<file path="src/rtl/clock_pkg.sv">
// Select encodings shared between the front-panel set controller and the clock core.
package clock_pkg;

  localparam int SEL_W = 2;

  typedef enum logic [SEL_W-1:0] {
    SEL_RUN  = 2'd0,
    SEL_SEC  = 2'd1,
    SEL_MIN  = 2'd2,
    SEL_HOUR = 2'd3
  } sel_e;

  // RUN -> SEC -> MIN -> HOUR -> RUN
  function automatic sel_e sel_next(input sel_e s);
    return sel_e'(s + 2'd1);
  endfunction

endpackage

</file>
<file path="src/rtl/button_conditioner.sv">
// Raw push-button cleanup: 2-flop synchronizer, stability debounce, registered rise pulse.
module button_conditioner #(
  parameter int DEBOUNCE_CYCLES = 20000
) (
  input  logic clk,
  input  logic reset,
  input  logic raw,
  output logic level,
  output logic rise
);

  localparam int CW = $clog2(DEBOUNCE_CYCLES + 1);

  logic          sync1, sync2;
  logic [1:0]    warm;
  logic          primed;
  logic [CW-1:0] cnt;
  logic          accept;

  assign accept = (sync2 != level) && (cnt == CW'(DEBOUNCE_CYCLES));

  always_ff @(posedge clk or negedge reset) begin
    if (!reset) begin
      sync1  <= 1'b0;
      sync2  <= 1'b0;
      warm   <= 2'b00;
      primed <= 1'b0;
      cnt    <= '0;
      level  <= 1'b0;
      rise   <= 1'b0;
    end else begin
      sync1 <= raw;
      sync2 <= sync1;
      warm  <= {warm[0], 1'b1};
      // A button held through reset must be seen released before it can produce an event.
      if (warm[1] && !sync2) primed <= 1'b1;
      if (sync2 == level || accept) cnt <= '0;
      else                          cnt <= cnt + CW'(1);
      if (accept) level <= sync2;
      rise <= accept && sync2 && primed;
    end
  end

endmodule

</file>
<file path="src/rtl/clock_set_ctrl.sv">
// Front-panel time-setting controller: MODE steps the field selector, INC emits
// single-cycle increment pulses with hold-to-repeat, idle timeout returns to RUN.
module clock_set_ctrl
  import clock_pkg::*;
#(
  parameter int DEBOUNCE_CYCLES = 20000,
  parameter int REPEAT_DELAY    = 5000000,
  parameter int REPEAT_PERIOD   = 1000000,
  parameter int IDLE_TIMEOUT    = 500000000
) (
  input  logic             clk,
  input  logic             reset,
  input  logic             btn_mode,
  input  logic             btn_inc,
  output logic [SEL_W-1:0] select,
  output logic             increment,
  output logic             setting
);

  localparam int NUM_BTN = 2;
  localparam int B_MODE  = 0;
  localparam int B_INC   = 1;
  localparam int RW      = $clog2(REPEAT_DELAY);
  localparam int IW      = $clog2(IDLE_TIMEOUT);

  logic [NUM_BTN-1:0] btn_raw, btn_lvl, btn_rise;

  assign btn_raw = {btn_inc, btn_mode};

  for (genvar b = 0; b < NUM_BTN; b++) begin : g_btn
    button_conditioner #(.DEBOUNCE_CYCLES(DEBOUNCE_CYCLES)) u_cond (
      .clk   (clk),
      .reset (reset),
      .raw   (btn_raw[b]),
      .level (btn_lvl[b]),
      .rise  (btn_rise[b])
    );
  end

  sel_e          sel_q, sel_d;
  logic          inc_q, inc_d;
  logic          armed_q, armed_d;
  logic          phase_q, phase_d;   // 0: waiting REPEAT_DELAY, 1: REPEAT_PERIOD cadence
  logic [RW-1:0] rep_q, rep_d, rep_lim;
  logic [IW-1:0] idle_q, idle_d;
  logic          in_set, timeout, mode_ev, inc_ev, inc_lvl, rep_fire;

  always_ff @(posedge clk or negedge reset) begin
    if (!reset) begin
      sel_q   <= SEL_RUN;
      inc_q   <= 1'b0;
      armed_q <= 1'b0;
      phase_q <= 1'b0;
      rep_q   <= '0;
      idle_q  <= '0;
    end else begin
      sel_q   <= sel_d;
      inc_q   <= inc_d;
      armed_q <= armed_d;
      phase_q <= phase_d;
      rep_q   <= rep_d;
      idle_q  <= idle_d;
    end
  end

  always_comb begin
    in_set   = (sel_q != SEL_RUN);
    inc_lvl  = btn_lvl[B_INC];
    mode_ev  = btn_rise[B_MODE] && btn_lvl[B_MODE];
    inc_ev   = btn_rise[B_INC] && inc_lvl;
    timeout  = in_set && (idle_q == IW'(IDLE_TIMEOUT - 1));
    rep_lim  = phase_q ? RW'(REPEAT_PERIOD - 1) : RW'(REPEAT_DELAY - 1);
    rep_fire = armed_q && inc_lvl && (rep_q == rep_lim) && !inc_q;

    sel_d   = sel_q;
    inc_d   = 1'b0;
    armed_d = armed_q;
    phase_d = phase_q;
    rep_d   = rep_q;
    idle_d  = in_set ? idle_q + IW'(1) : '0;

    if (armed_q) begin
      if (!inc_lvl) begin
        armed_d = 1'b0;
        rep_d   = '0;
      end else if (rep_q != rep_lim) begin
        rep_d = rep_q + RW'(1);
      end
    end

    // Priority: timeout, then MODE, then fresh INC press, then auto-repeat.
    if (timeout) begin
      sel_d   = SEL_RUN;
      armed_d = 1'b0;
      rep_d   = '0;
      idle_d  = '0;
    end else if (mode_ev) begin
      sel_d   = sel_next(sel_q);
      armed_d = 1'b0;
      rep_d   = '0;
      idle_d  = '0;
    end else if (inc_ev && in_set) begin
      inc_d   = 1'b1;
      armed_d = 1'b1;
      phase_d = 1'b0;
      rep_d   = '0;
      idle_d  = '0;
    end else if (rep_fire && in_set) begin
      inc_d   = 1'b1;
      phase_d = 1'b1;
      rep_d   = '0;
      idle_d  = '0;
    end
  end

  always_comb begin
    select    = sel_q;
    increment = inc_q;
    setting   = (sel_q != SEL_RUN);
  end

endmodule
</file>
<file path="config.mk">
export PLATFORM = sky130hd
export DESIGN_NAME = clock_set_ctrl
export DESIGN_NICKNAME = d
export VERILOG_FILES = /design/src/rtl/clock_pkg.sv /design/src/rtl/button_conditioner.sv /design/src/rtl/clock_set_ctrl.sv
export SDC_FILE = /design/constraint.sdc
export NUM_CORES = 1
export LEC_CHECK = 0
export CORE_MARGIN = 3
export CORE_UTILIZATION = 55
export CTS_CLUSTER_DIAMETER = 120
export DETAILED_ROUTE_END_ITERATION = 8
export PLACE_DENSITY = 0.81
export SYNTH_ARGS = -nofsm -noshare
export SYNTH_HDL_FRONTEND = slang
export SYNTH_SLANG_ARGS = --single-unit
</file>
<file path="constraint.sdc">
create_clock -name clk -period 4.2 [get_ports clk]
set_input_delay 1.26 -clock clk [delete_from_list [all_inputs] [get_ports clk]]
set_output_delay 1.26 -clock clk [all_outputs]
set_load 0.01 [all_outputs]
</file>
## Word level (Yosys, flattened, before mapping)

Index checks and enable logic that the tools add are counted.

| storage, ports and cells | value |
|---|---|
| register bits | 101 |
| input port bits | 4 |
| output and inout bits | 4 |
| logic and storage cells | 92 |

| operators by class | value |
|---|---|
| add/subtract/negate cells | 5 |
| eq/ne operators | 10 |
| mux-type cells | 28 |
| bitwise gates (word level) | 2 |
| reduce and logical (&&, ||, !) cells | 27 |

Operator list:

| cell | number |
|---|---|
| 23-bit two-way mux | 8 |
| 29-bit two-way mux | 5 |
| 15-bit by 1-bit adder with 15-bit output (second input constant) | 2 |
| 15-bit equality test (second input constant) | 2 |
| 15-bit two-way mux | 2 |
| 29-bit by 1-bit adder with 29-bit output (second input constant) | 1 |
| 29-bit equality test (second input constant) | 1 |
| 23-bit by 1-bit adder with 23-bit output (second input constant) | 1 |
| 23-bit equality test | 1 |
| 23-bit inequality test | 1 |
| 1-bit logical AND | 16 |
| 1-bit two-way mux | 11 |
| 6-bit inequality test (second input constant) | 1 |
| 2-bit nonzero test | 3 |
| 5-bit nonzero test | 1 |
| 2-bit two-way mux | 2 |
| 1-bit logical NOT | 3 |
| 3-bit AND reduction | 1 |
| 2-bit by 1-bit adder with 2-bit output (second input constant) | 1 |
| 1-bit equality test | 2 |
| 1-bit logical OR | 2 |
| 1-bit inequality test | 2 |
| 1-bit inverter | 2 |
| 2-bit AND reduction | 1 |

## Longest topological paths before layout

Gate-level depths: netlist (run 1).

| depth | value |
|---|---|
| depth in word-level cells | 9 |
| gate-level depth with buffers | 9 |
| mapped depth without buffers | 7 |

## Cells and area by module

A second synthesis (run 1) with hierarchy kept.

| unflattened totals | value |
|---|---|
| cell total of the unflattened synthesis | 550 |
| area total of the unflattened synthesis | 5345.1 um^2 |

By module, submodules not included:

| module | instances | cells each | area each (um^2) | seq. area each (um^2) |
|---|---|---|---|---|
| clock_set_ctrl | 1 | 366 | 3378.2 | 1426.4 |
| button_conditioner | 2 | 92 | 983.4 | 550.5 |

## Least setup slack after synthesis (run 1)

No wires, ideal clock.

| timing | value |
|---|---|
| kind | register to register |
| from | register sel_q[0], in the netlist select[0] |
| to | register idle_q[18] |
| setup time | 118 ps |
| data arrival time | 2210 ps |
| data required time | 4082 ps |
| setup slack | 1872 ps |
| cell stages (with the launch flop) | 10 |
| path buffers | 2 |
| cells stage by stage | dfrtp_1 -> inv_1 -> ha_1 -> or4b_1 -> or4_1 -> o31a_1 -> nand4_1 -> buf_4 -> buf_6 -> nor2_1 |

| between the ends | value |
|---|---|
| cells in the longest elaborated chain, start to end | 6 |

Ends and longest elaborated chain:

| item | line | source |
|---|---|---|
| from (decl) | clock_set_ctrl.sv:40 | `sel_e sel_q, sel_d;` |
| from (signal assigned) | clock_set_ctrl.sv:57 | `sel_q <= sel_d;` |
| 2-bit nonzero test * | clock_set_ctrl.sv:67 | `in_set = (sel_q != SEL_RUN);` |
| 29-bit two-way mux or 1-bit logical AND (tied branches) | clock_set_ctrl.sv:80, clock_set_ctrl.sv:108 |  |
| 29-bit two-way mux | clock_set_ctrl.sv:108 | `end else if (rep_fire && in_set) begin` |
| 29-bit two-way mux | clock_set_ctrl.sv:102 | `end else if (inc_ev && in_set) begin` |
| 29-bit two-way mux | clock_set_ctrl.sv:97 | `end else if (mode_ev) begin` |
| 29-bit two-way mux * | clock_set_ctrl.sv:92 | `if (timeout) begin` |
| net idle_d[18] | clock_set_ctrl.sv:45 | `logic [IW-1:0] idle_q, idle_d;` |
| to (signal assigned) | clock_set_ctrl.sv:62 | `idle_q <= idle_d;` |
| to (decl) | clock_set_ctrl.sv:45 |  |

The timed path passes the listed nets; every way through them passes the cells marked *.
A chain may end at the register's enable or synchronous reset.

## Final worst setup path (run 1)

| timing | value |
|---|---|
| from | register sel_q[0], in the netlist select[0] |
| to | output setting |

| between the ends | value |
|---|---|
| cells in the longest elaborated chain, start to end | 1 |

Ends and longest elaborated chain:

| item | line | source |
|---|---|---|
| 2-bit nonzero test | clock_set_ctrl.sv:119 | `setting = (sel_q != SEL_RUN);` |
| to (decl) | clock_set_ctrl.sv:17 | `output logic setting` |

No other way between the ends.

==> results.md, run 1 <==
- Status: completed
- Hold_sp: g_btn[1].u_cond.sync1$_DFF_PN0_
- Nets: around 560
- Antenna Cells: 0
- Worst Tran Pin Value: around 1.1 ns
- Core region area: slightly below 9000 µm²
- Wirelength, routed: 10.1 mm
- Min-Delay Path Class: reg2reg
- Asr flop ratio synth: between 90% and 100%
- Final-report hold violation count: 0
- Maximum root-to-sink buffer count: 2
- Post-DP HPWL: about 6.9 mm
- Initial antenna violation count: 0
- Final Worst Setup Slack: ~1.2 ns
- Leading post-synthesis cells by instance count: 99 x dfrtp_1, 73 x nor2_1, 60 x nand2_1, 36 x xor2_1, 33 x nand3_1
- Cts bufs inserted: 9
- Routability cong.: between 0.8 and 0.9
- Top FF cell, synth: dfrtp_1
- Placed Area: ~5200 µm²
- Maximum level of the CTS H-tree: 3
- CTS tree: yes
- Postcts setup bufs: 0
- Mapped Cells: 541
- Post-synth cell types: 54
- Max cap viols: 0
- Pin count of the biggest net entering global routing: 69
- Top-count cell post-synth: dfrtp_1
- Die Ht: approximately 100 µm
- Syn nets: roughly 550
- Clock skew: ~0.012 ns
- Cell area after layout: roughly 5400 µm²
- Post-synth EDFFs: 0
- Vias in the first global route: 3767
- Slew headroom: about 28%
- Drt initial violations: around 260
- DR vias: roughly 4000
- Total die area: 10400 µm²
- Top Registers: g_btn.u_cond.cnt (30), idle_q (29), rep_q (23)
- Synth area leaders: dfrtp_1 49%, xor2_1 6.2%, nor2_1 5.4%
- Io pins: 8
- Maximum operating frequency: between 300 and 400 MHz
- Buffers on Ports: 7
- Initial cell density of the core: between 50% and 60%
- Overflow after GRT: 0
- Worst-path clk slew: around 0.10 ns
- Crit-path max FO: 3
- Worst Setup SP: select[0]$_DFFE_PN0P_
- Setup Slack @ Placement: ~1.3 ns
- Wirelength per Cell: between 15 and 20 µm
- Synthesized area per cell: 9.37 µm²
- Worst endpoint required time: slightly below 3 ns
- Finish-stage setup viols: 0
- DRC Markers: 0
- Setup TNS: 0 ns
- Tcrit/Tclk final: between 70% and 80%
- Static Leak: roughly 2.2 nW
- Global-route wire length before repair: roughly 18 mm
- Slew Limit Fails: 0
- Drt via density: just over 6
- Sequential area share after synthesis: between 40% and 50%
- Post-Place Cells: around 640
- Area share of the largest cell type after synthesis: 48.9%
- CP arrival: between 1.5 and 2 ns
- Startpoint types: register
- Pwr dens: between 200 and 300 nW/µm²
- Worst-skew pair later-pin latency: between 0.3 and 0.4 ns
- TritonRoute pass-1 iters: 5
- Peak VDD IR: approximately 0.21 mV
- Die X: slightly above 100 µm
- Cell Area, Synth: ~5000 µm²
- PostCTS Resize Cnt: 0
- Register bit total from synthesis: 99
- Leading area contributor after synthesis: dfrtp_1
- Hold_buf cts: 0
- Ys Warns: 0
- Worst hold slack: roughly 0.37 ns
- Reg with most FFs: g_btn.u_cond.cnt
- RSZ-0062 raised after global routing: no
- Tmin final: approximately 3 ns
- Area Overhead vs Synth: 6.79%
- Share of cells above drive strength 1: 5.65%
- Antenna Nets Post-Route: 0
- Worst setup path category: reg2out
- Max FFs per register: 30
- Reg-to-reg startpoint: select[0]$_DFFE_PN0P_
- Critical path endpoint category: output port
- GRT Total Usage: approximately 21%
- Post-Layout Cell Count: between 600 and 700
- Std-Cell Rows: 34
- Clock Sinks: 99
- Root buf cell: clkbuf_8
-- cells in the final DEF, fill, tap and decap left out, drive strengths merged, types with 8 or more instances in the layout --
master / netlist / routed
xnor2: 17 / 17
xor2: 36 / 36
nand4: 24 / 24
clkbuf: 13 / 9
or3: 8 / 8
a31oi: 8 / 8
o21ai: 10 / 10
a21oi: 26 / 26
and4: 8 / 8
inv: 12 / 14
nand3: 33 / 33
dfrtp: 99 / 99
and3: 21 / 21
nor2: 73 / 73
nand2: 60 / 60
nor3: 14 / 14
-- power breakdown --
part,internal (W),leakage (nW),switching [W]
registers,0.000960,1.35,0.00000708
clock network,0.000232,0.0962,0.000360
logic,0.00000999,0.766,0.0000286
total,0.00120,2.22,0.000396
-- per-layer routing --
metal / GRT usage, % / share of wire, % / wire length [µm]
met5: 0 / 0 / 0
met4: 6.16 / 1.5 / 149
met3: 4.03 / 5.7 / 573
met2: 34.0 / 47 / 4820
met1: 28.1 / 45 / 4600
-- path summary, 6_finish.rpt --
| path | to | slack [ns] | depth (start not counted) |
|---|---|---|---|
| worst max-delay path | setting | 1.21 | 4 |
| worst min-delay path | g_btn[1].u_cond.sync2$_DFF_PN0_ | 0.37 | 0 |
| worst max register to register | rep_q[19]$_DFFE_PN0P_ | 1.26 | 7 |
| worst min register to register | g_btn[1].u_cond.sync2$_DFF_PN0_ | 0.37 | 0 |
| max in group asynchronous | phase_q$_DFFE_PN0P_ | 2.41 | 2 |
| min in group asynchronous | rep_q[6]$_DFFE_PN0P_ | 0.99 | 1 |
-- metrics by stage --
stage	util [%]	power [W]
4_1_cts	61.2	0.00162
3_5_place_dp	59.0	0.00103
3_3_place_gp	59.0	0.00102
5_1_grt	61.2	0.00166
6_report	61.2	0.00160
2_1_floorplan	-	0.000998
-- worst max-delay path: stages, from the launching register on --
cell             delay [ns]
dfrtp_1                0.38
inv_1                  0.08
ha_1                   0.23
inv_1                  0.13
clkdlybuf4s50_1        0.55
-- final cells by class --
cell class | count | area, µm²
inverter | 13 | 48.8
timing repair buffer | 12 | 105
sequential | 99 | 2480
clock inverter | 7 | 72.6
clock buffer | 9 | 124
tap | 108 | 135
fill | 717 | 3430
multi-input combinational | 409 | 2450
-- logic make-up after synthesis --
family	count (synthesis)	share of synthesized area [%]
other cells	1	0.0740
buf+inv	33	2.79
compound gates	66	8.07
fa+ha+maj	7	1.73
mux	5	1.09
xor+xnor	53	9.16
flops	99	48.9
simple gates	277	28.2
No activity file was read; power rests on OpenSTA's default activity.
==> inputs of run 2 (changes only) <==
--- a/config.mk
+++ b/config.mk
@@ -9,7 +9,7 @@
 export CORE_UTILIZATION = 55
 export CTS_CLUSTER_DIAMETER = 120
 export DETAILED_ROUTE_END_ITERATION = 8
-export PLACE_DENSITY = 0.81
+export PLACE_DENSITY = 0.84
 export SYNTH_ARGS = -nofsm -noshare
 export SYNTH_HDL_FRONTEND = slang
 export SYNTH_SLANG_ARGS = --single-unit
==> constraint.sdc (replaced) <==
create_clock -name clk -period 2.7 [get_ports clk]
set_input_delay 0.81 -clock clk [delete_from_list [all_inputs] [get_ports clk]]
set_output_delay 0.81 -clock clk [all_outputs]
set_load 0.01 [all_outputs]
==> results.md, run 2 (synthesized netlist as in run 1, its figures left out) <==
- RSZ-0062 raised after global routing: no (unchanged)
- Clock power share: 36.3% (was 37.0%)
- Wirelength, routed: 10.0 mm (was 10.1 mm)
- Most frequent cells in the layout: 99 x dfrtp_1, 73 x nor2_1, 60 x nand2_1 (unchanged)
- Clock Sinks: 99 (unchanged)
- Setup Slack @ Placement: 0.286 ns (was 1.32 ns)
- Worst hold slack: 0.357 ns (was 0.366 ns)
- PostCTS Resize Cnt: 0 (unchanged)
- Core region area: 8850 µm² (unchanged)
- Maximum root-to-sink buffer count: 2 (unchanged)
- Tcrit/Tclk final: roughly 92%
- Most common cell after layout, fill and taps aside: dfrtp_1 (unchanged)
- Nets: 559 (was 555)
- Critical path endpoint category: output port (unchanged)
- Filler instances: 727 (was 717)
- Antenna Cells: 0 (unchanged)
- Global-route wire length before repair: 17.8 mm (was 17.5 mm)
- Post-Place Cells: 645 (was 641)
- Cts bufs inserted: 9 (unchanged)
- Finish-stage setup viols: 0 (unchanged)
- Initial cell density of the core: 57.3% (unchanged)
- Static Leak: 2.25 nW (was 2.22 nW)
- CP Cell Sequence: inv_1 > ha_1 > inv_1 > clkdlybuf4s50_1 (unchanged)
- Worst-skew pair later-pin latency: 0.37 ns (was 0.36 ns)
- Met1 Resource Use GR: 27.7% (was 28.1%)
- Final-report hold violation count: 0 (unchanged)
- Net Sw Power: 0.000593 W (was 0.000396 W)
- Worst Tran Pin Value: 0.555 ns (was 1.07 ns)
- R2R setup slack: 0.23 ns (was 1.26 ns)
- Die Ht: 102 µm (unchanged)
- Min-Delay Path Class: reg2reg (unchanged)
- Area Overhead vs Synth: 7.68% (was 6.79%)
- CP max stage delay: 0.55 ns (about the same)
- Met2 Use GR: 35.4% (was 34.0%)
- Critical Path Most Common Cell: inv_1 (unchanged)
- Sequential power share: 61.3% (was 60.5%)
- Max FFs per register: 30 (unchanged)
- Worst Setup SP: select[0]$_DFFE_PN0P_ (unchanged)
- Power Total: 0.00245 W (was 0.00160 W)
- Worst-path clk slew: 0.10 ns (about the same)
- TritonRoute pass-1 iters: 5 (unchanged)
- Reg with most FFs: g_btn.u_cond.cnt (unchanged)
- CTS tree: yes (unchanged)
- FF-to-FF End: phase_q$_DFFE_PN0P_ (was rep_q[19]$_DFFE_PN0P_)
- Top Registers: g_btn.u_cond.cnt (30), idle_q (29), rep_q (23) (unchanged)
- Peak VDD IR: 0.309 mV (was 0.213 mV)
- Status: completed (unchanged)
- Reg2reg path depth: 7 (unchanged)
- Drt via density: 6.07 (about the same)
- Overflow after GRT: 0 (unchanged)
- Drt initial violations: 257 (was 256)
- Tmin final: 2.49 ns
- Crit path max-delay cell type: clkdlybuf4s50_1 (unchanged)
- Hold_sp: g_btn[0].u_cond.sync1$_DFF_PN0_ (was g_btn[1].u_cond.sync1$_DFF_PN0_)
- Setup TNS: 0 ns (unchanged)
- Crit-path max FO: 3 (unchanged)
- Seq. cell area: 2480 µm² (unchanged)
- Buffers on Ports: 7 (unchanged)
- Net Sw Frac: 24.2% (was 24.8%)
- Vias in the first global route: 3978 (was 3767)
- Root buf cell: clkbuf_8 (unchanged)
- CP arrival: 1.68 ns (was 1.73 ns)
- Routing usage on met3: 4.44% (was 4.03%)
- Maximum operating frequency: ~400 MHz
- Routability cong.: 0.879 (was 0.846)
- Post-Layout Cell Count: 661 (was 657)
- Final Worst Setup Slack: 0.207 ns (was 1.21 ns)
- Hold_buf cts: 0 (unchanged)
- GRT Total Usage: 21.1% (was 20.7%)
- Area of the multi-input gates: 2450 µm² (unchanged)
- Maximum level of the CTS H-tree: 3 (unchanged)
- Internal power: 0.00186 W (was 0.00120 W)
- Post-DP HPWL: 6.92 mm (was 6.86 mm)
- Reg-to-reg startpoint: select[0]$_DFFE_PN0P_ (unchanged)
- Worst endpoint required time: 1.89 ns (was 2.94 ns)
- Slew Limit Fails: 0 (unchanged)
- Antenna Nets Post-Route: 0 (unchanged)
- DR vias: 4015 (was 3989)
- Io pins: 8 (unchanged)
- Clock skew: 0.0126 ns (was 0.0115 ns)
- Max cap viols: 0 (unchanged)
- Worst setup path category: reg2out (unchanged)
- Wirelength per Cell: 15.2 µm (was 15.4 µm)
- Gr busiest metal: met2 (unchanged)
- Share of cells above drive strength 1: 6.33% (was 5.65%)
- Initial antenna violation count: 0 (unchanged)
- DRC Markers: 0 (unchanged)
- Die X: 102 µm (unchanged)
- Pin count of the biggest net entering global routing: 59 (was 69)
- Std-Cell Rows: 34 (unchanged)
- Pwr dens: 449 nW/µm² (was 295 nW/µm²)
- Combinational power share: 2.4% (about the same)
- Crit path to: setting (unchanged)
- Postcts setup bufs: 0 (unchanged)
- Startpoint types: register (unchanged)
- Slew headroom: 63.0% (was 27.9%)
- Total die area: 10400 µm² (unchanged)
==> run 2: per-layer routing <==
| layer | wire [µm] | share of wire (%) | up-vias |
|---|---|---|---|
| met5 | 0 | 0 | - |
| met3 | 503 | 5.0 | 12 |
| met4 | 87 | 0.87 | 0 |
| met1 | 4410 | 44 | 1973 |
| met2 | 5020 | 50 | 96 |
| li1 | - | - | 1934 |
==> run 2: worst min path at each step <==
stage                                         to  slack (ns)  cells after the start
2_1_floorplan    g_btn[0].u_cond.sync2$_DFF_PN0_        0.33                      0
3_3_place_gp   g_btn[0].u_cond.warm[1]$_DFF_PN0_        0.33                      0
3_5_place_dp     g_btn[0].u_cond.sync2$_DFF_PN0_        0.33                      0
4_1_cts          g_btn[0].u_cond.sync2$_DFF_PN0_        0.36                      0
5_1_grt          g_btn[0].u_cond.sync2$_DFF_PN0_        0.37                      0
6_report         g_btn[0].u_cond.sync2$_DFF_PN0_        0.36                      0
==> run 2: cell type report <==
cell class                 instances  area share, %
multi-input combinational        409           44.9
clock inverter                     7           1.15
inverter                          13          0.894
clock buffer                       9           2.27
tap                              108           2.48
sequential                        99           45.4
timing repair buffer              16           2.93
==> run 2: power groups by stage <==
stage                     clock [W]  sequential (W)  combinational (W)
after floorplan                   0         0.00153          0.0000209
after CTS                  0.000918         0.00150          0.0000627
final                      0.000889         0.00150          0.0000596
after global placement            0         0.00153          0.0000598
after global routing       0.000989         0.00151          0.0000711
after detailed placement          0         0.00153          0.0000625
==> run 2: stage by stage <==
stage          area (µm²)  util [%]
2_1_floorplan        5070         -
3_3_place_gp         5270      59.6
3_5_place_dp         5270      59.6
4_1_cts              5460      61.7
5_1_grt              5460      61.7
6_report             5460      61.7
==> run 2: critical path, delay by kind of cell (launching register included) <==
kind,cells,cell delay (ns)
adders and majority gates,1,0.23
buffers and inverters,3,0.73
DFF,1,0.36
